## src/rtl/trap_capture_pkg.sv

```systemverilog
// Shared defines for the main-screen trap logic.
// Holds the frame-count defaults for the trap hold and post-release cooldown,
// the coordinate type shared by the trap mover and the ball override path,
// and a saturating increment for the capture counter.
package trap_capture_pkg;

  localparam int unsigned SCREEN_MAIN_TRAP_HOLD_FRAMES     = 60;
  localparam int unsigned SCREEN_MAIN_TRAP_COOLDOWN_FRAMES = 30;

  localparam int unsigned COORD_W = 11;
  localparam int unsigned HITS_W  = 4;

  typedef logic [COORD_W-1:0] coord_t;
  typedef logic [HITS_W-1:0]  hits_t;

  // Capture count stops at its maximum instead of wrapping back to zero.
  function automatic hits_t sat_inc_hits(input hits_t value);
    hits_t result;
    if (value == 4'hF) begin
      result = value;
    end else begin
      result = value + 4'd1;
    end
    return result;
  endfunction

endpackage

```

## src/rtl/trap_capture_if.sv

```systemverilog
// Trap position bus between the trap mover, the trap capture block and the
// ball renderer.
//   trapCenterX/Y : current trap centre, driven by the trap mover
//   lockX/Y       : ball position override, driven by the trap capture block
// master = trap mover / ball side, slave = trap capture block.
interface trap_capture_if;
  import trap_capture_pkg::*;

  coord_t trapCenterX;
  coord_t trapCenterY;
  coord_t lockX;
  coord_t lockY;

  modport master (
    output trapCenterX,
    output trapCenterY,
    input  lockX,
    input  lockY
  );

  modport slave (
    input  trapCenterX,
    input  trapCenterY,
    output lockX,
    output lockY
  );

endinterface

```

## src/rtl/trap_capture.sv

```systemverilog
// Trap capture: when the ball overlaps the trap, the ball is held at the trap
// centre for HOLD_FRAMES frames, then released with a one-cycle lifeLost
// pulse, followed by COOLDOWN_FRAMES frames in which collisions are ignored.
// Ports:
//   clk          : system clock, rising edge
//   resetN       : asynchronous active-low reset
//   startOfFrame : one-cycle frame pulse
//   reset_level  : synchronous level restart, overrides every other input
//   pause        : freezes all progress while high (release still completes)
//   collision    : pixel-level ball/trap overlap, any cycle of the scan
//   trap_if      : trap centre in, ball lock position out
//   trapped      : high while the ball is held
//   lifeLost     : one-cycle pulse on release
//   trapHits     : saturating count of captures in the current level
module trap_capture
  import trap_capture_pkg::*;
#(
  parameter int unsigned HOLD_FRAMES     = SCREEN_MAIN_TRAP_HOLD_FRAMES,
  parameter int unsigned COOLDOWN_FRAMES = SCREEN_MAIN_TRAP_COOLDOWN_FRAMES
) (
  input  logic                 clk,
  input  logic                 resetN,
  input  logic                 startOfFrame,
  input  logic                 reset_level,
  input  logic                 pause,
  input  logic                 collision,
  trap_capture_if.slave        trap_if,
  output logic                 trapped,
  output logic                 lifeLost,
  output logic [HITS_W-1:0]    trapHits
);

  typedef enum logic [1:0] {
    IDLE     = 2'd0,
    CAPTURED = 2'd1,
    RELEASE  = 2'd2,
    COOLDOWN = 2'd3
  } state_t;

  // The capture and cooldown frame pulses both count their last frame at
  // counter 0, so the load value is one less than the frame count.
  localparam logic [7:0] HOLD_LOAD     = 8'(HOLD_FRAMES - 1);
  localparam logic [7:0] COOLDOWN_LOAD = 8'(COOLDOWN_FRAMES - 1);

  state_t       state_r,     state_s;
  logic [7:0]   counter_r,   counter_s;
  logic         hit_latch_r, hit_latch_s;
  hits_t        hits_r,      hits_s;
  logic         trapped_r,   trapped_s;
  logic         lifelost_r,  lifelost_s;
  coord_t       lock_x_r,    lock_x_s;
  coord_t       lock_y_r,    lock_y_s;
  logic         frame_s;

  // Next-state, counter, hit latch, capture count and output decode.
  always_comb begin
    state_s     = state_r;
    counter_s   = counter_r;
    hit_latch_s = hit_latch_r;
    hits_s      = hits_r;
    frame_s     = startOfFrame & ~pause;

    if (reset_level) begin
      state_s     = IDLE;
      counter_s   = 8'd0;
      hit_latch_s = 1'b0;
      hits_s      = 4'd0;
    end else begin
      case (state_r)
        IDLE: begin
          if (pause) begin
            hit_latch_s = hit_latch_r;
          end else if (startOfFrame) begin
            // A collision seen anywhere in the finished frame, or on the
            // frame pulse itself, captures the ball.
            if (hit_latch_r || collision) begin
              state_s   = CAPTURED;
              counter_s = HOLD_LOAD;
              hits_s    = sat_inc_hits(hits_r);
            end else begin
              state_s = IDLE;
            end
            hit_latch_s = 1'b0;
          end else if (collision) begin
            hit_latch_s = 1'b1;
          end else begin
            hit_latch_s = hit_latch_r;
          end
        end

        CAPTURED: begin
          if (frame_s) begin
            if (counter_r == 8'd0) begin
              state_s = RELEASE;
            end else begin
              counter_s = counter_r - 8'd1;
            end
          end else begin
            counter_s = counter_r;
          end
        end

        // Lasts one cycle even while paused so the lifeLost pulse is never
        // swallowed.
        RELEASE: begin
          state_s   = COOLDOWN;
          counter_s = COOLDOWN_LOAD;
        end

        COOLDOWN: begin
          if (frame_s) begin
            if (counter_r == 8'd0) begin
              state_s = IDLE;
            end else begin
              counter_s = counter_r - 8'd1;
            end
          end else begin
            counter_s = counter_r;
          end
        end

        default: begin
          state_s     = IDLE;
          counter_s   = 8'd0;
          hit_latch_s = 1'b0;
        end
      endcase
    end

    // Outputs are decoded from the next state so the registered copies line
    // up with the state they describe. The lock position samples the trap
    // centre each cycle so a held ball follows a moving trap.
    trapped_s  = (state_s == CAPTURED);
    lifelost_s = (state_s == RELEASE);
    if (trapped_s) begin
      lock_x_s = trap_if.trapCenterX;
      lock_y_s = trap_if.trapCenterY;
    end else begin
      lock_x_s = {COORD_W{1'b0}};
      lock_y_s = {COORD_W{1'b0}};
    end
  end

  // State, counter and registered outputs.
  always_ff @(posedge clk or negedge resetN) begin
    if (!resetN) begin
      state_r     <= IDLE;
      counter_r   <= 8'd0;
      hit_latch_r <= 1'b0;
      hits_r      <= 4'd0;
      trapped_r   <= 1'b0;
      lifelost_r  <= 1'b0;
      lock_x_r    <= {COORD_W{1'b0}};
      lock_y_r    <= {COORD_W{1'b0}};
    end else begin
      state_r     <= state_s;
      counter_r   <= counter_s;
      hit_latch_r <= hit_latch_s;
      hits_r      <= hits_s;
      trapped_r   <= trapped_s;
      lifelost_r  <= lifelost_s;
      lock_x_r    <= lock_x_s;
      lock_y_r    <= lock_y_s;
    end
  end

  assign trapped       = trapped_r;
  assign lifeLost      = lifelost_r;
  assign trapHits      = hits_r;
  assign trap_if.lockX = lock_x_r;
  assign trap_if.lockY = lock_y_r;

endmodule

```

## src/flat_wrapper.sv

```systemverilog
// flat-port wrapper written by rule: the top's interface ports become plain ports
module trap_capture_flat import trap_capture_pkg::*;
#(
  parameter int unsigned HOLD_FRAMES     = SCREEN_MAIN_TRAP_HOLD_FRAMES,
  parameter int unsigned COOLDOWN_FRAMES = SCREEN_MAIN_TRAP_COOLDOWN_FRAMES
)
  (clk, resetN, startOfFrame, reset_level, pause, collision, trapped, lifeLost, trapHits, trap_if_trapCenterX, trap_if_trapCenterY, trap_if_lockX, trap_if_lockY);
  trap_capture_if trap_if_i ();
  input  logic clk;
  input  logic resetN;
  input  logic startOfFrame;
  input  logic reset_level;
  input  logic pause;
  input  logic collision;
  output logic trapped;
  output logic lifeLost;
  output logic [HITS_W-1:0] trapHits;
  input wire logic [$bits(trap_if_i.trapCenterX)-1:0] trap_if_trapCenterX;
  input wire logic [$bits(trap_if_i.trapCenterY)-1:0] trap_if_trapCenterY;
  output wire logic [$bits(trap_if_i.lockX)-1:0] trap_if_lockX;
  output wire logic [$bits(trap_if_i.lockY)-1:0] trap_if_lockY;
  assign trap_if_i.trapCenterX = trap_if_trapCenterX;
  assign trap_if_i.trapCenterY = trap_if_trapCenterY;
  assign trap_if_lockX = trap_if_i.lockX;
  assign trap_if_lockY = trap_if_i.lockY;
  trap_capture #(.HOLD_FRAMES(HOLD_FRAMES), .COOLDOWN_FRAMES(COOLDOWN_FRAMES)) u_core (.clk(clk), .resetN(resetN), .startOfFrame(startOfFrame), .reset_level(reset_level), .pause(pause), .collision(collision), .trap_if(trap_if_i), .trapped(trapped), .lifeLost(lifeLost), .trapHits(trapHits));
endmodule
```

## config.mk

```make
export PLATFORM = sky130hd
export DESIGN_NAME = trap_capture_flat
export DESIGN_NICKNAME = d
export VERILOG_FILES = /design/src/rtl/trap_capture_pkg.sv /design/src/rtl/trap_capture_if.sv /design/src/rtl/trap_capture.sv /design/src/flat_wrapper.sv
export SDC_FILE = /design/constraint.sdc
export NUM_CORES = 1
export LEC_CHECK = 0
export ABC_AREA = 1
export BUFFER_PORTS_ARGS = -buffer_cell sky130_fd_sc_hd__buf_2
export CORE_MARGIN = 2
export CORE_UTILIZATION = 50
export CTS_BUF_LIST = sky130_fd_sc_hd__clkbuf_16
export CTS_CLUSTER_DIAMETER = 50
export DETAILED_ROUTE_END_ITERATION = 10
export GPL_TIMING_DRIVEN = 0
export PLACE_DENSITY = 0.79
export SLEW_MARGIN = 25
export SYNTH_ARGS = -nofsm -noshare
export SYNTH_HDL_FRONTEND = slang
export SYNTH_SLANG_ARGS = --single-unit
```

## constraint.sdc

```tcl
create_clock -name clk -period 1.6 [get_ports clk]
set_input_delay 0.24 -clock clk [delete_from_list [all_inputs] [get_ports clk]]
set_output_delay 0.24 -clock clk [all_outputs]
set_load 0.05 [all_outputs]
```

Yosys cells after proc, flatten, opt, wreduce, memory -nomap -nowiden
Index checks and enable logic that the tools add are counted.

storage, ports and cells
  bits of input ports = 28
  word-level logic and storage cells = 65
  memory bits (read-only) = 0
  flip-flop bits (word level) = 39
  memories kept = 0
  bits in latches = 0
  output and inout bits = 28
  bits in writable memories = 0

operators by class
  muxes and demuxes = 29
  div/mod/pow operators = 0
  $add $sub $neg = 2
  bitwise logic cells = 2
  order comparisons = 0
  shifts and indexed selects = 0
  multipliers = 0
  equality and inequality tests = 13
  reductions and logical operators = 11

operators by type and width
  cell                                                                     count
  8-bit 2-to-1 mux                                                         6
  4-bit 2-to-1 mux                                                         6
  8-bit case mux with 3 select lines                                       1
  11-bit 2-to-1 mux                                                        2
  2-bit 2-to-1 mux                                                         7
  5-bit AND reduction                                                      2
  3-bit inequality test, second input constant                             3
  8-bit zero test                                                          1
  2-bit case mux with 4 select lines                                       1
  8-bit by 1-bit subtractor with 8-bit output, second input constant       1
  2-bit == test, second input constant                                     3
  1-bit 2-to-1 mux                                                         6
  2-bit nonzero test                                                       3
  4-bit by 1-bit adder with 4-bit output, second input constant            1
  2-bit by 1-bit == test with 1-bit output, second input constant          2
  4-bit == test, second input constant                                     1
  2-bit inequality test, second input constant                             2
  3-bit by 1-bit inequality test with 1-bit output, second input constant  1
  3-bit by 2-bit inequality test with 1-bit output, second input constant  1
  3-bit AND reduction                                                      1
  3-bit nonzero test                                                       1
  2-bit zero test                                                          1
  2-bit OR reduction                                                       1
  1-bit bitwise AND                                                        1
  2 further kinds                                                          2

Depth between registers and ports, before layout
  depth after elaboration = 8
  depth in mapped cells = 10
  mapped depth without buffers = 10

Least setup slack after synthesis
OpenSTA, ideal clock, no wires.

  kind = reg2reg
  start point = register u_core.hits_r[0], in the netlist u_core.trapHits[0]
  end point = register u_core.hits_r[3], in the netlist u_core.trapHits[3]
  arrival = 1.424 ns
  slack = 0.057 ns
  library setup time = 0.119 ns
  cell stages (with the launch flop) = 8
  path through = dfrtp_1 > ha_1 > nand3_1 > nand4_1 > nor2_1 > nand2_1 > nand2_1 > nor2_1

on the way
  cells in the longest elaborated chain, start to end = 7
  elaborated cells between the ends (all ways) = 10
  classes of those cells = add/sub (1); eq/ne (2); mux (6); reduce/logical (1)

ends and longest elaborated chain
  element                                 line                    RTL
  start, declared                         trap_capture.sv:48      hits_t hits_r, hits_s;
  start signal, assigned                  trap_capture.sv:159     hits_r <= hits_s;
  4-bit by 1-bit adder with 4-bit output  trap_capture_pkg.sv:22  result = value + 4'd1;
  4-bit 2-to-1 mux                        trap_capture_pkg.sv:19  if (value == 4'hF) begin
  4-bit 2-to-1 mux                        trap_capture.sv:76      if (hit_latch_r || collision) begin
  4-bit 2-to-1 mux                        trap_capture.sv:73      end else if (startOfFrame) begin
  4-bit 2-to-1 mux                        trap_capture.sv:71      if (pause) begin
  4-bit 2-to-1 mux                        trap_capture.sv:69      case (state_r)
  4-bit 2-to-1 mux                        trap_capture.sv:63      if (reset_level) begin

Several ways; a longest one is shown, not always the timed one. The select of a mux whose other input is x is not followed.
A chain may end at the register's enable or synchronous reset.

Worst setup path in the final report
  start point = register u_core.counter_r[0]
  end point = register u_core.lock_y_r[3], in the netlist u_core.trap_if.lockY[3]

on the way
  cells in the longest elaborated chain, start to end = 7
  elaborated cells between the ends (all ways) = 9
  classes of those cells = eq/ne (1); mux (7); reduce/logical (1)

ends and longest elaborated chain
  element                                     line                                     RTL
  start, declared                             trap_capture.sv:46                       logic [7:0] counter_r, counter_s;
  start signal, assigned                      trap_capture.sv:157                      counter_r <= counter_s;
  8-bit zero test *                           trap_capture.sv:93, trap_capture.sv:112
  2-bit 2-to-1 mux (on tied branches)         trap_capture.sv:112, trap_capture.sv:93
  2-bit 2-to-1 mux (on tied branches)         trap_capture.sv:111, trap_capture.sv:92
  2-bit case mux with 4 select lines *        trap_capture.sv:69
  2-bit 2-to-1 mux *                          trap_capture.sv:63
  2-bit by 1-bit == test with 1-bit output *  trap_capture.sv:133                      trapped_s = (state_s == CAPTURED);
  via u_core.trapped_s                        trap_capture.sv:49                       logic trapped_r, trapped_s;
  11-bit 2-to-1 mux *                         trap_capture.sv:135                      if (trapped_s) begin
  via u_core.lock_y_s[3]                      trap_capture.sv:52                       coord_t lock_y_r, lock_y_s;
  end signal, assigned                        trap_capture.sv:154                      lock_y_r <= {COORD_W{1'b0}};
  end signal, assigned                        trap_capture.sv:163                      lock_y_r <= lock_y_s;
  end, declared                               trap_capture.sv:52

Mark *: on every way through the listed nets, which the timed path passes. The rest lies on a longest branch.

==> metrics.yaml <==
outcome: "complete, no violations"
dp_hpwl_um: 2420
ys.flop_type: "dfrtp_1"
tritoncts: "built"
clkSinkCount: 39
synth.avg_cell_area_um2: 8.62
via_count: 1566
cts_max_level: 2
maxCapViolCount: 0
netlist_area_mm2: 0.00181
timing.rr.end: "u_core.trap_if.lockY[3]"
fmax_ghz: 0.645
grt_max_degree: 40
worst_pin_slew_ns: 0.858
async_reset_ff_share_pct: 100
grt_pass1_wl_um: 5970
num-fill-cells: 244
cp_max_fo: 6
power.total_w: 0.00284
start_util_pct: 53.0
setup_viol: 0
ys_seq_elements: 39
vdd_drop_max_uv: 821
finalHoldViolations: 0
layout.nets: 311
synth.yosys.seq_area_share_pct: 53.9
powerDensity_mw_per_mm2: 1140
yosysUniqueCellTypes: 21
grt_overflow: 0
drcViolationCount: 0
ios: 56
tns_ns: 0
drive_gt1_share_pct: 40.7
cp-end-kind: "flop"
clk_pin_slew_ns: 0.06
finClkSkew_ns: 0.00248
ant_nets: 0
cp-start-kind: "flop"
rows: 21
slew_viol_final: 0
antenna_found_initial: 0
synth_area_leaders: "dfrtp_1 (54%), inv_1 (8.5%), nand2_1 (7.3%), nor2_2 (6.9%), nand3_1 (5.0%)"
vias_per_cell: 4.80
syn_inst: 210
reg2reg_from: "u_core.counter_r[0]"
multiInputGateArea_um2: 692
cts-root-buf: "clkbuf_16"
place_ws_ns: -0.0609
port_buffers: 54
slew_headroom_pct: 42.8
synth_fp_nets: 241
crit_arrival_ns: 1.72
diodes: 0
worstHoldPathType: "input port to async pin"
period_minus_slack_ns: 1.55
leakagePower_nw: 1.45
core_mm2: 0.00342
die_w_um: 64.2
synth-edff-count: 0
r2r_setup_slack_ns: 0.05
synth.largest_area_cell: "dfrtp_1"
synth_warnings: 0
crit_type: "flop to flop"
fin_hold_ws_ns: 0.0709
first_global_vias: 1453
wl_um: 3900
synthTopCellsByCount: "inv_1 (41), dfrtp_1 (39), nand2_1 (35), nor2_1 (22), nor2_2 (20)"
syn_to_final_growth_pct: 37.0
place_congestion: 0.935
synth_top_area_share_pct: 53.9
die_area_mm2: 0.00412
clockBufferDepth: 2
yosysMostFrequentCell: "inv_1"
clk_latency_ns: 0.28
dr.pass1.iters: 4
seq_area_um2: 976
die_h_um: 64.2
fin_crit_sh_pct: 97.0
drt_iter0_drc: 86
fin_ws_ns: 0.0488
numCtsBuffers: 5
cp.required_ns: 1.77
grt_usage_pct: 18.8
wl_per_cell_um: 12.0
reg2regPathDepth: 10
-- per-layer routing --
| metal | part of all wire [%] | global-route usage, % | up-vias |
|---|---|---|---|
| met4 | 2.1 | 7.71 | 0 |
| met3 | 7.0 | 7.39 | 13 |
| li1 | - | - | 777 |
| met1 | 42 | 22.5 | 712 |
| met2 | 49 | 30.3 | 64 |
| met5 | 0 | 0 | - |
-- cells by family (layout without fill, tap and decap cells) --
group | count (synthesis) | after routing | share of synthesized area (%)
AOI/OAI and AO/OA | 16 | 16 | 5.46
xor gates and xnor gates | 1 | 1 | 0.484
adders and majority gates | 3 | 3 | 2.07
buffers and inverters | 48 | 118 | 11.1
DFF | 39 | 39 | 53.9
and+or+nand+nor | 103 | 103 | 27.0
-- state kept, by name, summed over array words and instances, names as in the netlist --
register / count
u_core.state_r: 2
u_core.trap_if.lockY: 11
u_core.trap_if.lockX: 11
u_core.trapped: 1
u_core.trapHits: 4
u_core.lifeLost: 1
u_core.counter_r: 8
u_core.hit_latch_r: 1
-- how the worst max path moves through the flow --
stage                              endpoint  cells after the start  slack [ns]                start
finish              u_core.trap_if.lockY[3]                     10        0.05  u_core.counter_r[0]
global route        u_core.trap_if.lockY[3]                     10       -0.05  u_core.counter_r[0]
CTS                     u_core.counter_r[3]                      6       -0.02  u_core.counter_r[1]
detailed placement      u_core.counter_r[7]                      8       -0.06  u_core.counter_r[0]
global placement    u_core.trap_if.lockY[3]                     10       -0.02  u_core.counter_r[0]
floorplan                u_core.trapHits[3]                      7        0.06   u_core.trapHits[0]
-- area by class of cell --
cell class / instances / share of cell area [%]
repair buffers: 63 / 15.0
clock buffers: 5 / 5.04
well taps: 46 / 2.32
inverters: 44 / 6.76
multi-input cells: 123 / 27.9
flip-flops and latches: 39 / 39.3
clock inverters: 2 / 1.51
plain buffers: 4 / 2.12
-- where the power goes --
group | switching, W | internal (W)
Clock | 0.000368 | 0.000725
Combinational | 0.000421 | 0.000234
Sequential | 0.0000427 | 0.00105
-- what timing repair did --
| item | 4_1_cts | 5_1_grt |
|---|---|---|
| gates resized for setup | 1 | 20 |
| pin swaps | 1 | 3 |
| hold buffers | 0 | 0 |
| gates cloned | 0 | 2 |
| setup endpoints to repair | 28 | 28 |
| buffers inserted | 1 | 6 |
-- critical path: stages (launching register included) --
cell       delay [ns]
dfrtp_1          0.40
inv_2            0.12
ha_4             0.15
nand3_4          0.08
nor2_4           0.12
nand3_2          0.08
nand2_2          0.08
nor2_2           0.06
inv_4            0.14
clkbuf_16        0.17
nor2_2           0.04
-- cell usage in the layout, fill, tap and decap left out, drive strengths merged --
master / instances
dfrtp: 39
clkinvlp: 1
nand3: 18
o21ai: 8
a31oi: 1
bufinv: 1
clkbuf: 7
nand2: 37
ha: 3
xor2: 1
nor2: 44
nand4: 4
a211oi: 1
buf: 65
a21oi: 6
inv: 44
-- per-stage QoR --
step / cells / area (um^2) / utilization (%)
global placement: 310 / 2140 / 62.6
detailed placement: 310 / 2140 / 62.6
finish: 326 / 2480 / 72.6
CTS: 318 / 2310 / 67.6
floorplan: 210 / 1810 / -
global route: 326 / 2480 / 72.6
(Power assumes the default switching activity.)
